### src/rtl/kmap_pkg.sv
// Shared types and sizing for the K-map response checker.
// The top module takes N_IN as a parameter; N_IN_DEF/TBL_W here are the defaults.
package kmap_pkg;
  localparam int N_IN_DEF = 4;
  localparam int TBL_W    = 2**N_IN_DEF;
  localparam int IDX_W    = N_IN_DEF;
  localparam int TMR_W    = 8;

  typedef enum logic [1:0] {
    IDLE   = 2'd0,
    SETTLE = 2'd1,
    SAMPLE = 2'd2,
    DONE   = 2'd3
  } state_t;

  // Reload value for the settle timer: a window of n cycles counts n-1 down to 0.
  function automatic logic [TMR_W-1:0] settle_reload(input int n);
    return TMR_W'(n - 1);
  endfunction
endpackage

### src/rtl/kmap_settle_timer.sv
// Settle-window down-counter: load arms it, expire_o pulses on the last
// cycle of the window while en_i is high.
module kmap_settle_timer
  import kmap_pkg::*;
#(
  parameter int SETTLE_CYC = 2  // 1..255
) (
  input  logic clk,
  input  logic rst_n,
  input  logic load_i,
  input  logic en_i,
  output logic expire_o
);
  logic [TMR_W-1:0] cnt_q, cnt_d;

  // Reload on load, otherwise count down while enabled and not yet at zero.
  always_comb begin
    cnt_d = cnt_q;
    if (load_i)
      cnt_d = settle_reload(SETTLE_CYC);
    else if (en_i && (cnt_q != '0))
      cnt_d = cnt_q - 1'b1;
  end

  // Counter register.
  always_ff @(posedge clk or negedge rst_n) begin
    if (!rst_n) cnt_q <= '0;
    else        cnt_q <= cnt_d;
  end

  assign expire_o = en_i && !load_i && (cnt_q == '0);
endmodule

### config.mk
export PLATFORM = sky130hd
export DESIGN_NAME = kmap_settle_timer
export DESIGN_NICKNAME = d
export VERILOG_FILES = /design/src/rtl/kmap_pkg.sv /design/src/rtl/kmap_settle_timer.sv
export SDC_FILE = /design/constraint.sdc
export NUM_CORES = 1
export LEC_CHECK = 0
export ABC_AREA = 1
export ABC_CLOCK_PERIOD_IN_PS = 1600
export CAP_MARGIN = 20
export CORE_AREA = 2 2 39 41
export CTS_BUF_LIST = sky130_fd_sc_hd__clkbuf_2 sky130_fd_sc_hd__clkbuf_4 sky130_fd_sc_hd__clkbuf_8
export CTS_CLUSTER_DIAMETER = 200
export DETAILED_ROUTE_END_ITERATION = 7
export DIE_AREA = 0 0 41 43
export GPL_TIMING_DRIVEN = 0
export PLACE_DENSITY = 0.59
export SLEW_MARGIN = 25
export SYNTH_ARGS = -nofsm -noshare
export SYNTH_HDL_FRONTEND = slang
export SYNTH_SLANG_ARGS = --single-unit
### constraint.sdc
create_clock -name clk -period 1.6 [get_ports clk]
set_clock_uncertainty 0.05 [all_clocks]
set_input_delay 0.16 -clock clk [delete_from_list [all_inputs] [get_ports clk]]
set_output_delay 0.16 -clock clk [all_outputs]
set_load 0.03 [all_outputs]
==> results of run 1 <==
-- worst paths after layout --
path / start / endpoint / cells past startpoint
max reg2reg: cnt_q[1] / cnt_q[3] / 8
max in group asynchronous: rst_n / cnt_q[3] / 1
min: rst_n / cnt_q[1] / 1
min in group clk: cnt_q[0] / cnt_q[0] / 2
min reg2reg: cnt_q[0] / cnt_q[0] / 2
max: cnt_q[2] / expire_o / 4
-- through the flow --
step                total power [µW]  setup TNS, ns  hold slack [ns]  area (µm²)
floorplan                        464              0           -0.186         531
global placement                 518         -0.439            0.412         591
detailed placement               525         -0.444            0.424         591
CTS                              724              0            0.160         643
global route                     808       -0.00328            0.173         677
finish                           751              0            0.136         677
-- power by group through the flow --
| stage | Clock (µW) | Combinational (µW) | Sequential, µW |
|---|---|---|---|
| after global placement | 0 | 252 | 266 |
| after floorplan | 0 | 204 | 260 |
| after detailed placement | 0 | 259 | 267 |
| final | 165 | 315 | 271 |
| after global routing | 182 | 353 | 274 |
| after CTS | 167 | 292 | 265 |
-- cell type report --
type                            count  area [µm²]  area share [%]
Tap cell                           16        20.0            2.96
Sequential cell                     8         203            29.9
Clock buffer                        3        22.5            3.33
Timing Repair Buffer                7        63.8            9.43
Inverter                           12        45.0            6.65
Multi-Input combinational cell     53         323            47.7
-- repair_timing --
item / 4_1_cts / 5_1_grt
setup endpoints to repair: 1 / 1
gates resized for setup: 12 / 6
gates cloned: 0 / 0
pin swaps: 1 / 2
endpoints found under the hold margin: 0 / 0
setup buffers: 1 / 2
-- kinds of logic after synthesis --
group | count (synthesis) | synth area share (%)
compound gates | 6 | 5.82
flops | 8 | 38.8
xor+xnor | 1 | 1.70
buf+inv | 12 | 8.74
simple gates | 45 | 42.5
fa+ha+maj | 1 | 2.43
-- layout by cell type (no fill, tap or decap), drive strengths merged --
master and n:
nor3 1, nand2 22, a21oi 1, clkdlybuf4s50 3
nand4 5, dfrtp 8, nor2 11, xor2 1
o21ai 5, buf 4, nand3 5, ha 1
inv 12, clkbuf 3, nor4 1
-- routing by layer --
metal  GRT usage, %  wire length [µm]  vias to the layer above
met2           25.3               566                        8
li1               -                 -                      256
met5              0                 0                        -
met1           19.5               551                      221
met3           3.14                39                        2
met4           12.0                20                        0
-- worst reg2reg max path: stages (launching register included) --
cell and delay (ns):
dfrtp_1 0.40, inv_2 0.08, ha_4 0.15, nand3_4 0.10, nor2_4 0.15, nor2_4 0.08
nor2_4 0.16, nand2_1 0.07, nand2_1 0.07
==> flow_summary.ini, run 1 <==
[worst_setup_path]
cp_num_buf_inv = 1
path_cells = nor2_4 > nand2_2 > nor4_4 > buf_6
slowest_stage = dfrtp_1
worstPathArrival_ns = 1.33
crit_type = reg2out
cp-end-kind = output port
cp_max_fo = 5
crit_path_start_kind = flop
cp_top_family = simple AND/OR/NAND/NOR gates
cp.required_ns = 1.39
slowest_delay_ns = 0.45
reg2reg_slack_ns = 0.24

[logic_synthesis]
synthFlopType = dfrtp_1
synth_most_common_cell = nand2_1
synth_warnings = 0
synth_cells = 73
yosys-top-cells-count = nand2_1 (21), inv_1 (11), dfrtp_1 (8)
yosys.area.top_type_share_pct = 38.8
mappedNetlistArea_um2 = 515
synth.area.top_cells = dfrtp_1 (39%), nand2_1 (15%), inv_1 (8.0%), nor2_4 (6.6%), nand4_1 (6.1%)
synth_edf_count = 0
async_flop_share_pct = 100
synth_area_leader_cell = dfrtp_1
ys_ff_latch = 8
ys_seq_area_share_pct = 38.8
syn-num-nets = 78
yosysUniqueCellTypes = 17
synth_area_per_cell_um2 = 7.06

[routing]
drt.antenna.violating_nets = 0
drt_iter0_markers = 6
firstDrtPassIters = 4
vias = 487
drc = 0
viasPerCell = 4.92
wl_per_cell_um = 11.9
routed_wl_um = 1180

[final_layout]
fin_cells = 99
layout-drive-gt1-share_pct = 25.3
largest_register_ffs = 8
regMostFlops = cnt_q
nets = 90
area_delta_synth_final_pct = 31.3
reg_top3 = cnt_q: 8 flops
n_fill_cell = 143
fin_util_pct = 48.9
diodes = 0

[global_routing]
antenna_found_initial = 0
grt_max_degree = 9
grt_pass1_wl_um = 1880
global_route.overflow_total = 0
gr-usage-all-layers_pct = 16.6
grt_pass1_vias = 447

[sta]
finalHoldViolCount = 0
fin_crit_sh_pct = 96.4
period_minus_slack_ns = 1.54
tightest_slew_ns = 0.387
final_max_slew_viol_count = 0
final-setup-viol-count = 0
fmax_ghz = 0.648
setup_slack_ns = 0.0569
slew_headroom_pct = 74.1

[floorplan]
dieArea_um2 = 1760
coreArea_um2 = 1380
dieWidth_um = 41
initial_core_util_pct = 37.3
placement_rows = 14
die_y_um = 43
top_level_ports = 5

[clock_network]
root_buffer = clkbuf_4
max-clock-path-buffers = 2
clkSlewWorstSetupHoldPaths_ns = 0.06
cts_sinks = 8
cts_hold_buffers = 0
clk_latency_ns = 0.26
ctsHtreeMaxLevel = 1
cts-buffers-inserted = 3
cts_tree = done

[power_and_ir_drop]
powerDensity_nw_per_um2 = 1110
power.leakage_uw = 0.000328
power_switching_uw = 303
ir_drop_mv = 0.365
p_sw_share_pct = 40.3
clockPowerShare_pct = 21.9
p_int_uw = 448
pwr-share-comb_pct = 42.0
pwr-share-seq_pct = 36.1

[placement]
dp_slack_ns = -0.444
dp_cells = 93
port_buffers = 4
routabilityCongestion = 0.768
dp_hpwl_um = 819

[flow_run]
maxCapViolCount = 0

[min_path]
hp-class = in2async

[status]
status = complete, no violations
No activity file was read; power rests on OpenSTA's default activity.
==> run 2: changes to the inputs <==
--- a/config.mk
+++ b/config.mk
@@ -7,7 +7,6 @@
 export LEC_CHECK = 0
 export ABC_AREA = 1
 export ABC_CLOCK_PERIOD_IN_PS = 1600
-export CAP_MARGIN = 20
 export CORE_AREA = 2 2 39 41
 export CTS_BUF_LIST = sky130_fd_sc_hd__clkbuf_2 sky130_fd_sc_hd__clkbuf_4 sky130_fd_sc_hd__clkbuf_8
 export CTS_CLUSTER_DIAMETER = 200
@@ -15,7 +14,7 @@
 export DIE_AREA = 0 0 41 43
 export GPL_TIMING_DRIVEN = 0
 export PLACE_DENSITY = 0.59
-export SLEW_MARGIN = 25
+export RECOVER_POWER = 50
 export SYNTH_ARGS = -nofsm -noshare
 export SYNTH_HDL_FRONTEND = slang
 export SYNTH_SLANG_ARGS = --single-unit
==> run 2 against run 1 <==
Effect of this change:
- die area stayed put
- fmax stayed put
- largest cell class unchanged
- sequential power hardly changed
- worst setup slack stayed put
- hold slack better by 0.070 ns
- first-iteration DRC count stayed put
- critical path depth stayed put
- largest power group unchanged
- sequential cell count stayed put
==> flow_summary.ini, run 2 (synthesis results as in run 1) <==
[routing]
wl_per_cell_um = 11.9
firstDrtPassIters = 4
vias = 487
drt_iter0_markers = 6
routed_wl_um = 1180
viasPerCell = 4.92
drt.antenna.violating_nets = 0
drc = 0

[final_layout]
largest_register_ffs = 8
n_fill_cell = 143
layout-drive-gt1-share_pct = 25.3
regMostFlops = cnt_q
final_common_cell = nand2_1
reg_top3 = cnt_q: 8 flops
finalInstanceArea_um2 = 677
seqCellArea_um2 = 203
area_delta_synth_final_pct = 31.3
nets = 90
diodes = 0
fin_cells = 99
layout_common_cells = nand2_1 (21), inv_1 (9), nor2_1 (6), dfrtp_1 (6)
multi_input_comb_area_um2 = 323

[power_and_ir_drop]
pwr-share-seq_pct = 36.1
ir_drop_mv = 0.365
p_int_uw = 448
powerDensity_nw_per_um2 = 1110
power_switching_uw = 303
pwr-share-comb_pct = 42.0
power.leakage_uw = 0.000329
p_sw_share_pct = 40.3
clockPowerShare_pct = 21.9

[clock_network]
root_buffer = clkbuf_4
cts-buffers-inserted = 3
clkSlewWorstSetupHoldPaths_ns = 0.06
max-clock-path-buffers = 2
ctsHtreeMaxLevel = 1
cts_hold_buffers = 0
cts_sinks = 8
clk_latency_ns = 0.26
cts_tree = done

[sta]
tightest_slew_ns = 0.392
fin_crit_sh_pct = 96.4
finalHoldViolCount = 0
period_minus_slack_ns = 1.54
slew_headroom_pct = 73.8
fmax_ghz = 0.648
final-setup-viol-count = 0
final_max_slew_viol_count = 0

[flow_run]
maxCapViolCount = 0

[placement]
dp_hpwl_um = 819
dp_cells = 93
routabilityCongestion = 0.768
postPlaceCellArea_um2 = 591
port_buffers = 4

[min_path]
hp-class = in2async

[status]
status = complete, no violations

[worst_setup_path]
crit_path_start_kind = flop
path_cells = nor2_4 > nand2_2 > nor4_4 > buf_6
crit_type = reg2out
slowest_stage = dfrtp_1
cp-end-kind = output port
worstPathArrival_ns = 1.33
slowest_delay_ns = 0.45
cp_max_fo = 5
cp.required_ns = 1.39

[global_routing]
antenna_found_initial = 0
grt_pass1_wl_um = 1880
gr-usage-all-layers_pct = 16.6
grt_pass1_vias = 447
global_route.overflow_total = 0
grt_max_degree = 9

[floorplan]
placement_rows = 14
coreArea_um2 = 1380
top_level_ports = 5
initial_core_util_pct = 37.3
die_y_um = 43
dieWidth_um = 41
dieArea_um2 = 1760
-- run 2: changes by cell type in the layout (fill, tap and decap cells not counted) --
cell	change
clkdlybuf4s50_1	-1
dlygate4sd3_1	+1
-- run 2: through the flow --
| step | utilization (%) | total power [µW] | setup TNS, ns | setup WS (ns) | hold slack (ns) |
|---|---|---|---|---|---|
| after floorplan | - | 464 | 0 | 0.0956 | -0.186 |
| after global placement | 42.7 | 518 | -0.439 | -0.439 | 0.412 |
| after detailed placement | 42.7 | 525 | -0.444 | -0.444 | 0.424 |
| after CTS | 46.5 | 724 | 0 | 0.0115 | 0.160 |
| after global routing | 48.9 | 808 | -0.00328 | -0.00328 | 0.243 |
| final | 48.9 | 751 | 0 | 0.0569 | 0.207 |
-- run 2: area by class of cell --
class                      instances  area share, %
sequential                         8           29.9
timing repair buffer               7           9.43
clock buffer                       3           3.33
inverter                          12           6.65
multi-input combinational         53           47.7
tap                               16           2.96
-- run 2: worst paths after layout --
kind	end	cells past startpoint	start	slack, ns
worst min register to register	cnt_q[0]	2	cnt_q[0]	0.46
worst min-delay path	cnt_q[1]	1	rst_n	0.21
min in group clk	cnt_q[0]	2	cnt_q[0]	0.46
worst max register to register	cnt_q[3]	8	cnt_q[1]	0.24
max in group asynchronous	cnt_q[3]	1	rst_n	0.99
worst max-delay path	expire_o	4	cnt_q[2]	0.06
-- run 2: routing by layer --
| metal | GRT usage [%] | part of all wire [%] | vias to the layer above |
|---|---|---|---|
| li1 | - | - | 256 |
| met1 | 19.5 | 46 | 221 |
| met2 | 25.3 | 48 | 8 |
| met3 | 3.14 | 3.8 | 2 |
| met4 | 12.0 | 1.7 | 0 |
| met5 | 0 | 0 | - |
-- run 2: power groups by stage --
stage               clock, µW  sequential, µW  combinational, µW
floorplan                   0             260                204
global placement            0             266                252
detailed placement          0             267                259
CTS                       167             265                292
global route              182             274                352
finish                    165             271                315
-- run 2: what timing repair did --
action	in CTS	in global routing
buffers inserted	1	2
resized for setup	12	6
pin swaps	1	2
setup endpoints to repair	1	1
-- run 2: worst max-delay path, delay by kind of cell, from the launching register on --
family / cells / cell delay [ns]
AND/OR/NAND/NOR: 3 / 0.46
buffers and inverters: 1 / 0.16
flip-flops: 1 / 0.45
==> run 3: changes to the inputs <==
--- a/config.mk
+++ b/config.mk
@@ -15,6 +15,7 @@
 export GPL_TIMING_DRIVEN = 0
 export PLACE_DENSITY = 0.59
 export RECOVER_POWER = 50
+export REMOVE_ABC_BUFFERS = 1
 export SYNTH_ARGS = -nofsm -noshare
 export SYNTH_HDL_FRONTEND = slang
 export SYNTH_SLANG_ARGS = --single-unit
==> run 3 against run 2 <==
Effect of this change:
- sequential power hardly changed
- global-route usage is 0.25 points lower
- sequential cell count stayed put
- clock power is 8% lower
- non-clock buffer count is 1 lower
- hold slack worse by 0.0025 ns
- sequential share of layout area is 1.0 points higher
- die area stayed put
- count of clock-buffer cells in the layout stayed put
- routed wire length is 6.6% lower
- worst setup slack better by 0.0045 ns
- first-iteration DRC count is 50% higher
- critical endpoint unchanged
- highest routed layer unchanged
==> flow_summary.ini, run 3 (synthesis results as in run 1) <==
[clock_network]
cts-buffers-inserted = 3
clk_latency_ns = 0.25
cts_sinks = 8
clkSlewWorstSetupHoldPaths_ns = 0.06
root_buffer = clkbuf_4
cts_tree = done
ctsHtreeMaxLevel = 1
max-clock-path-buffers = 2
cts_hold_buffers = 0

[final_layout]
regMostFlops = cnt_q
diodes = 0
area_delta_synth_final_pct = 27.7
finalInstanceArea_um2 = 658
nets = 89
largest_register_ffs = 8
final_common_cell = nand2_1
reg_top3 = cnt_q: 8 flops
layout_common_cells = nand2_1 (21), inv_1 (9), nor2_1 (6)
n_fill_cell = 144
layout-drive-gt1-share_pct = 25.6

[power_and_ir_drop]
powerDensity_nw_per_um2 = 1090
ir_drop_mv = 0.481
fin_total_pwr_uw = 717
power.leakage_uw = 0.000320

[routing]
highest_layer = met4
viasPerCell = 4.98
drt-met1-wl_um = 513
vias = 488
drt.antenna.violating_nets = 0
drc = 0
met2_length_um = 542
wl_per_cell_um = 11.2
routed_wl_um = 1100
firstDrtPassIters = 4
drt_iter0_markers = 9
wl_met3_um = 26

[worst_setup_path]
cp-end-kind = output port
path_cells = nor2_4 > nand2_2 > nor4_2 > buf_4
cp.required_ns = 1.39
cp_max_fo = 5
slowest_delay_ns = 0.44
crit_type = reg2out
worstPathArrival_ns = 1.33
slowest_stage = dfrtp_2
crit_path_start_kind = flop

[placement]
dp_hpwl_um = 769
postPlaceCellArea_um2 = 576
port_buffers = 4
routabilityCongestion = 0.724

[sta]
final-setup-viol-count = 0
tightest_slew_ns = 0.354
rsz0062_at_grt = yes
finalHoldViolCount = 0
slew_headroom_pct = 76.3
fmax_ghz = 0.650
final_max_slew_viol_count = 0
fin_crit_sh_pct = 96.2
period_minus_slack_ns = 1.54

[global_routing]
grt_pass1_vias = 457
gr-usage-all-layers_pct = 16.3
global_route.overflow_total = 0
grt_pass1_wl_um = 1930
antenna_found_initial = 0
grt_max_degree = 9

[floorplan]
initial_core_util_pct = 37.3
top_level_ports = 5
dieArea_um2 = 1760
coreArea_um2 = 1380
die_y_um = 43
dieWidth_um = 41
placement_rows = 14

[flow_run]
maxCapViolCount = 0

[status]
status = complete, no violations

[min_path]
hp-class = in2async
-- run 3: area by class of cell --
type	instances	area [µm²]	share of cell area [%]
multi-input cells	53	314	47.7
inverters	12	45.0	6.84
repair buffers	6	52.6	7.98
clock buffers	3	22.5	3.42
well taps	16	20.0	3.04
flip-flops and latches	8	204	31.0
-- run 3: final timing paths --
kind / start / endpoint / slack, ns / cells past startpoint
min reg2reg: cnt_q[7] / cnt_q[7] / 0.45 / 2
max reg2reg: cnt_q[0] / cnt_q[3] / 0.25 / 8
max: cnt_q[5] / expire_o / 0.06 / 4
max in group asynchronous: rst_n / cnt_q[2] / 1.01 / 1
min: rst_n / cnt_q[4] / 0.20 / 1
min in group clk: cnt_q[7] / cnt_q[7] / 0.45 / 2
-- run 3: where the power goes --
group          total [µW]  switching (µW)  internal [µW]  leakage, µW
clock network         151            65.3           85.6    0.0000138
registers             271            36.3            235     0.000101
logic                 295             178            116     0.000205
-- run 3: per-stage QoR --
stage,worst slack [ns],TNS (ns),cells,util [%],hold WS [ns]
2_1_floorplan,-0.382,-0.382,73,-,-0.186
3_3_place_gp,-0.398,-0.398,93,41.6,0.412
3_5_place_dp,-0.399,-0.399,93,41.6,0.413
4_1_cts,0.0133,0,96,44.5,0.145
5_1_grt,-0.0568,-0.0568,98,47.6,0.218
6_report,0.0615,0,98,47.6,0.204
-- run 3: critical path: cells and delay by family (launching register included) --
kind	cells	cell delay, ns
flops	1	0.44
simple gates	3	0.44
buf+inv	1	0.20
-- run 3: layer usage --
layer	vias to the layer above	track usage (%)
met5	-	0
met4	0	10.0
met3	2	4.71
met2	5	21.9
met1	230	22.3
li1	251	-
-- run 3: timing repair --
item | CTS | global route
endpoints found under the hold margin | 0 | 0
resized for setup | 12 | 8
pin swaps | 1 | 0
buffers inserted | 0 | 2
endpoints found under the setup margin | 1 | 1
